File: src/rtl/ed25519_msg_loader.sv
// Byte-stream front-end for the Ed25519/SHAKE128 signer: packs up to MAX_BYTES bytes
// little-endian into a 256-bit word, launches the signer and holds operands until done.
// Optional inter-byte idle timeout: define ED25519_LOADER_TIMEOUT_EN (adds err_timeout).
module ed25519_msg_loader #(
  parameter int MAX_BYTES      = 32,
  parameter int TIMEOUT_CYCLES = 1024
) (
  input  logic         clk,
  input  logic         rst_n,
  input  logic [7:0]   s_data,
  input  logic         s_valid,
  input  logic         s_last,
  input  logic         s_empty,
  output logic         s_ready,
  output logic [255:0] msg,
  output logic [6:0]   msg_len,
  output logic         sign_start,
  input  logic         sign_done,
  output logic         busy,
  output logic         err_overflow
`ifdef ED25519_LOADER_TIMEOUT_EN
  ,
  output logic         err_timeout
`endif
);

  if (MAX_BYTES < 1 || MAX_BYTES > 32 || TIMEOUT_CYCLES < 1) begin : g_bad_param
    $error("ed25519_msg_loader: parameter out of range");
  end

  typedef enum logic [1:0] {
    S_COLLECT,
    S_DRAIN,
    S_LAUNCH,
    S_WAIT
  } state_e;

  localparam logic [5:0] MAX_CNT = 6'(MAX_BYTES);

  state_e         state_q, state_d;
  logic [255:0]   msg_q, msg_d;
  logic [6:0]     msg_len_q, msg_len_d;
  logic [5:0]     count_q, count_d;
  logic           s_ready_q, s_ready_d;
  logic           sign_start_q, sign_start_d;
  logic           busy_q, busy_d;
  logic           err_overflow_q, err_overflow_d;
  logic           accept;

`ifdef ED25519_LOADER_TIMEOUT_EN
  localparam int TO_W = $clog2(TIMEOUT_CYCLES + 1);
  localparam logic [TO_W-1:0] TO_LAST = TO_W'(TIMEOUT_CYCLES - 1);
  logic [TO_W-1:0] idle_q, idle_d;
  logic            err_timeout_q, err_timeout_d;
  logic            idle_run;
`endif

  assign accept = s_valid & s_ready_q;

  // NOTE: every variable gets a default before the case so no path infers a latch.
  always_comb begin
    state_d        = state_q;
    msg_d          = msg_q;
    msg_len_d      = msg_len_q;
    count_d        = count_q;
    err_overflow_d = 1'b0;

    unique case (state_q)
      S_COLLECT: begin
        if (accept) begin
          if (s_last && s_empty) begin
            msg_len_d = 7'(count_q);
            state_d   = S_LAUNCH;
          end else if (count_q == MAX_CNT) begin
            // Byte MAX_BYTES+1: drop everything collected so far.
            msg_d     = '0;
            msg_len_d = '0;
            count_d   = '0;
            if (s_last) err_overflow_d = 1'b1;
            else        state_d        = S_DRAIN;
          end else begin
            msg_d[{count_q[4:0], 3'b000} +: 8] = s_data;
            count_d = count_q + 6'd1;
            if (s_last) begin
              msg_len_d = 7'(count_q) + 7'd1;
              state_d   = S_LAUNCH;
            end
          end
        end
      end
      S_DRAIN: begin
        if (accept && s_last) begin
          err_overflow_d = 1'b1;
          state_d        = S_COLLECT;
        end
      end
      S_LAUNCH: state_d = S_WAIT;
      S_WAIT: begin
        if (sign_done) begin
          msg_d     = '0;
          msg_len_d = '0;
          count_d   = '0;
          state_d   = S_COLLECT;
        end
      end
      default: state_d = S_COLLECT;
    endcase

`ifdef ED25519_LOADER_TIMEOUT_EN
    err_timeout_d = 1'b0;
    idle_run      = (state_q == S_COLLECT && count_q != 6'd0) || (state_q == S_DRAIN);
    if (!idle_run || accept) begin
      idle_d = '0;
    end else if (idle_q == TO_LAST) begin
      idle_d        = '0;
      msg_d         = '0;
      msg_len_d     = '0;
      count_d       = '0;
      state_d       = S_COLLECT;
      err_timeout_d = 1'b1;
    end else begin
      idle_d = idle_q + 1'b1;
    end
`endif

    // Handshake/status outputs are registered from the next state.
    s_ready_d    = (state_d == S_COLLECT) || (state_d == S_DRAIN);
    busy_d       = (state_d == S_LAUNCH)  || (state_d == S_WAIT);
    sign_start_d = (state_d == S_LAUNCH);
  end

  // NOTE: state uses non-blocking assignments; the 256-bit message register is reset too,
  // because cleared lanes are what guarantee unused bytes read as zero.
  always_ff @(posedge clk or negedge rst_n) begin
    if (!rst_n) begin
      state_q        <= S_COLLECT;
      msg_q          <= '0;
      msg_len_q      <= '0;
      count_q        <= '0;
      s_ready_q      <= 1'b0;
      sign_start_q   <= 1'b0;
      busy_q         <= 1'b0;
      err_overflow_q <= 1'b0;
    end else begin
      state_q        <= state_d;
      msg_q          <= msg_d;
      msg_len_q      <= msg_len_d;
      count_q        <= count_d;
      s_ready_q      <= s_ready_d;
      sign_start_q   <= sign_start_d;
      busy_q         <= busy_d;
      err_overflow_q <= err_overflow_d;
    end
  end

`ifdef ED25519_LOADER_TIMEOUT_EN
  always_ff @(posedge clk or negedge rst_n) begin
    if (!rst_n) begin
      idle_q        <= '0;
      err_timeout_q <= 1'b0;
    end else begin
      idle_q        <= idle_d;
      err_timeout_q <= err_timeout_d;
    end
  end

  assign err_timeout = err_timeout_q;
`endif

  assign s_ready      = s_ready_q;
  assign msg          = msg_q;
  assign msg_len      = msg_len_q;
  assign sign_start   = sign_start_q;
  assign busy         = busy_q;
  assign err_overflow = err_overflow_q;

endmodule

File: config.mk
export PLATFORM = sky130hd
export DESIGN_NAME = ed25519_msg_loader
export DESIGN_NICKNAME = d
export VERILOG_FILES = /design/src/rtl/ed25519_msg_loader.sv
export SDC_FILE = /design/constraint.sdc
export NUM_CORES = 1
export LEC_CHECK = 0
export ABC_AREA = 1
export CAP_MARGIN = 15
export CORE_MARGIN = 5
export CORE_UTILIZATION = 51
export DETAILED_ROUTE_END_ITERATION = 8
export PLACE_DENSITY = 0.87
export SLEW_MARGIN = 20
export SYNTH_ARGS = -nofsm -noshare
export SYNTH_HDL_FRONTEND = slang
export SYNTH_SLANG_ARGS = --single-unit
File: constraint.sdc
create_clock -name clk -period 2.79 [get_ports clk]
set_clock_uncertainty 0.05 [all_clocks]
set_input_delay 0.558 -clock clk [delete_from_list [all_inputs] [get_ports clk]]
set_output_delay 0.558 -clock clk [all_outputs]
set_load 0.1 [all_outputs]
==> flow_summary_export.csv <==
group,metric,value,unit
cts,root_buffer,"clkbuf_16",
synth,synth.most_common_cell,"nand2_1",
setup_path,setup.worst_path.start,"busy",
cells_and_area,drive_above_1_share,22.2,%
synth,ys_types,26,
hold_path,hold_depth,2,
cts,htree_num_levels,1,
setup_path,path_depth,10,
synth,syn_inst,1542,
synth,synth-simple-area-share,38.9,%
synth,async_reset_ff_share,100,%
floorplan,initial_core_util,51.8,%
setup_path,rr_startpoint,"busy",
route,drc,0,
setup_path,cp_common_cell,"nand2_1",
route,drt_iter0_markers,1658,
global_routing,antenna_found_initial,0,
cells_and_area,num_antenna_cells,0,
synth,yosys-top-cells-count,"nand2_1 (569), nand3_1 (311), dfrtp_1 (274)",
setup_path,path_delay_family,"simple AND/OR/NAND/NOR gates",
setup_path,rr_worst_depth,10,
sta,rsz0062_at_grt,"false",
setup_path,crit_arrival,3.02,ns
sta,finalSetupViolCount,0,
placement,io_buffers,280,
setup_path,slowest_stage,"dfrtp_1",
synth,post_synth_mux_area_share,0,%
hold_path,hp-start,"msg[218]",
global_routing,grt.total_usage,29.5,%
cells_and_area,final_util,66.7,%
synth,synth_edf_count,0,
setup_path,worstPathRequired,3.22,ns
setup_path,crit_buf_inv,2,
cts,numCtsBuffers,28,
power,peakVddDrop,0.843,mV
power,p_leak,8.99,nW
sta,slew_violations,0,
setup_path,endpoint_kind,"register",
power,power_frac_comb,49.1,%
cells_and_area,area_growth,28.6,%
sta,tightest_slew,0.599,ns
setup_path,slowest_delay,0.44,ns
synth,synth_adder_area_share,0.894,%
placement,place_hpwl,30700,um
cts,clk_pin_slew_worst_paths,0.06,ns
floorplan,core,24300,um2
cts,clockBufferDepth,3,
sta,finalSetupTns,0,ns
synth,avgSynthCellArea,8.17,um2
floorplan,rows,57,
cts,post-cts-setup-buffer-count,0,
floorplan,ios,281,
synth,synth_area_leaders,"dfrtp_1 (54%), nand2_1 (17%), nand3_1 (12%)",
sta,hold_viol_final,0,
flow_run,max_cap_violations,0,
synth,syn-cell-area,12600,um2
route,vias_per_cell,5.74,
route,firstDrtPassIters,6,
power,clkPwrFrac,24.0,%
power,internal_power,8.66,mW
sta,min_period,2.59,ns
placement,gp_congestion,0.971,
route,ant_nets,0,
setup_path,crit_type,"register to register",
global_routing,grt_pass1_wl,67000,um
synth,synth_compound_area_share,1.49,%
synth,synthesis.nets,1565,
hold_path,hp-class,"register to register",
floorplan,die_width,167,um
synth,synth_ff_type,"dfrtp_1",
route,vias,12400,
power,switching_share,50.8,%
status,status,"finished, final reports clean",
sta,holdWs,0.427,ns
global_routing,grt_pass1_vias,12100,
synth,ys_warn_count,0,
sta,slew_headroom,60.0,%
cts,clkLatencyLatePin,0.53,ns
synth,synth.top_cell.area_share,54.4,%
floorplan,die_y,167,um
power,power.share.sequential,26.9,%
cts,cts_tree,"yes",
setup_path,critPathMaxFanout,9,
synth,synth_xor_area_share,0.0695,%
route,wirelength,42700,um
cts,cts.sinks,274,
power,cellPowerDensity,1090,nW/um2
synth,synth_top_family_by_area,"simple AND/OR/NAND/NOR gates",
setup_path,cp_cell_sequence,"ha_1, inv_2, nand2_1, nand2_1, nor2_4, nand2_2, buf_4, nor3_2, nand2_1, nand2_1",
floorplan,dieArea,28000,um2
synth,ys_ff_latch,274,
power,p_sw,8.95,mW
setup_path,worst_setup_path_start_kind,"register",
sta,max_freq,386,MHz
sta,period_share,92.8,%
route,post_drt_wl_per_cell,19.8,um
cells_and_area,num-nets-final,1838,
synth,synth_top_area_cell,"dfrtp_1",
global_routing,overflow,0,
synth,yosysSeqAreaShare,54.4,%
global_routing,grt_max_degree,135,
-- power groups by stage --
stage	registers [mW]	clock network (mW)	logic, mW
floorplan	7.48	0	3.48
global placement	4.79	0	8.37
detailed placement	4.79	0	8.49
CTS	4.73	4.25	8.52
global route	4.77	4.43	9.06
finish	4.74	4.22	8.65
-- registers in the layout, indices dropped and copies added (netlist names) --
name / flops
busy: 1
count_q: 6
err_overflow: 1
msg: 256
msg_len: 7
s_ready: 1
sign_start: 1
state_q: 1
-- what timing repair did --
| item | in CTS | in global routing |
|---|---|---|
| endpoints found under the setup margin | 0 | 17 |
| gates resized for setup | 0 | 2 |
| hold buffers | 1 | 0 |
| hold endpoints to repair | 62 | 0 |
-- final timing paths --
path / slack (ns) / endpoint
max: 0.20 / msg[121]
min: 0.43 / msg[218]
max reg2reg: 0.20 / msg[121]
min reg2reg: 0.43 / msg[218]
max in group asynchronous: 1.37 / msg[147]
min in group asynchronous: 0.52 / msg[99]
-- logic make-up after synthesis --
logic type / after synthesis
AND/OR/NAND/NOR: 1101
flip-flops: 274
buffers and inverters: 123
AO/OA/AOI/OAI: 34
adder cells (fa/ha/maj): 9
XOR/XNOR: 1
-- worst register-to-register path, cell delays in order, from the launching register on --
cell and delay, ns:
dfrtp_1 0.44, ha_1 0.39, inv_2 0.14, nand2_1 0.12, nand2_1 0.10, nor2_4 0.28
nand2_2 0.14, buf_4 0.22, nor3_2 0.42, nand2_1 0.14, nand2_1 0.09
-- layer usage --
metal  track usage [%]  vias to the layer above  routed length, um
li1                  -                     5617                  -
met1              39.9                     5892              16600
met2              46.3                      769              19500
met3              6.91                      131               4620
met4              12.4                        0               1990
met5                 0                        -                  0
-- metrics by stage --
stage	std cells	total power, mW	instance area [um2]	setup WS, ns
after floorplan	1542	11.0	12600	0.112
after global placement	2108	13.2	15100	0.268
after detailed placement	2108	13.3	15100	0.0912
after CTS	2160	17.5	16200	0.169
after global routing	2160	18.3	16200	0.0167
final	2160	17.6	16200	0.201
-- area by class of cell --
cell class	instances	area, um2
fillers	1909	8110
flip-flops and latches	274	6860
multi-input cells	1145	5220
repair buffers	314	2480
clock buffers	39	833
well taps	324	405
clock inverters	12	216
inverters	52	195
-- cells in the final DEF, fill, tap and decap left out, drive strengths merged, types with 9 or more instances in the layout --
cell type	Yosys	layout
inv	52	52
nor3	63	63
nand3	313	313
nand2	581	581
ha	9	9
dfrtp	274	274
clkbuf	20	39
nor2	110	110
nand4	34	34
buf	51	301
clkdlybuf4s50	0	12
o21ai	19	19
No activity file was read; power rests on OpenSTA's default activity.
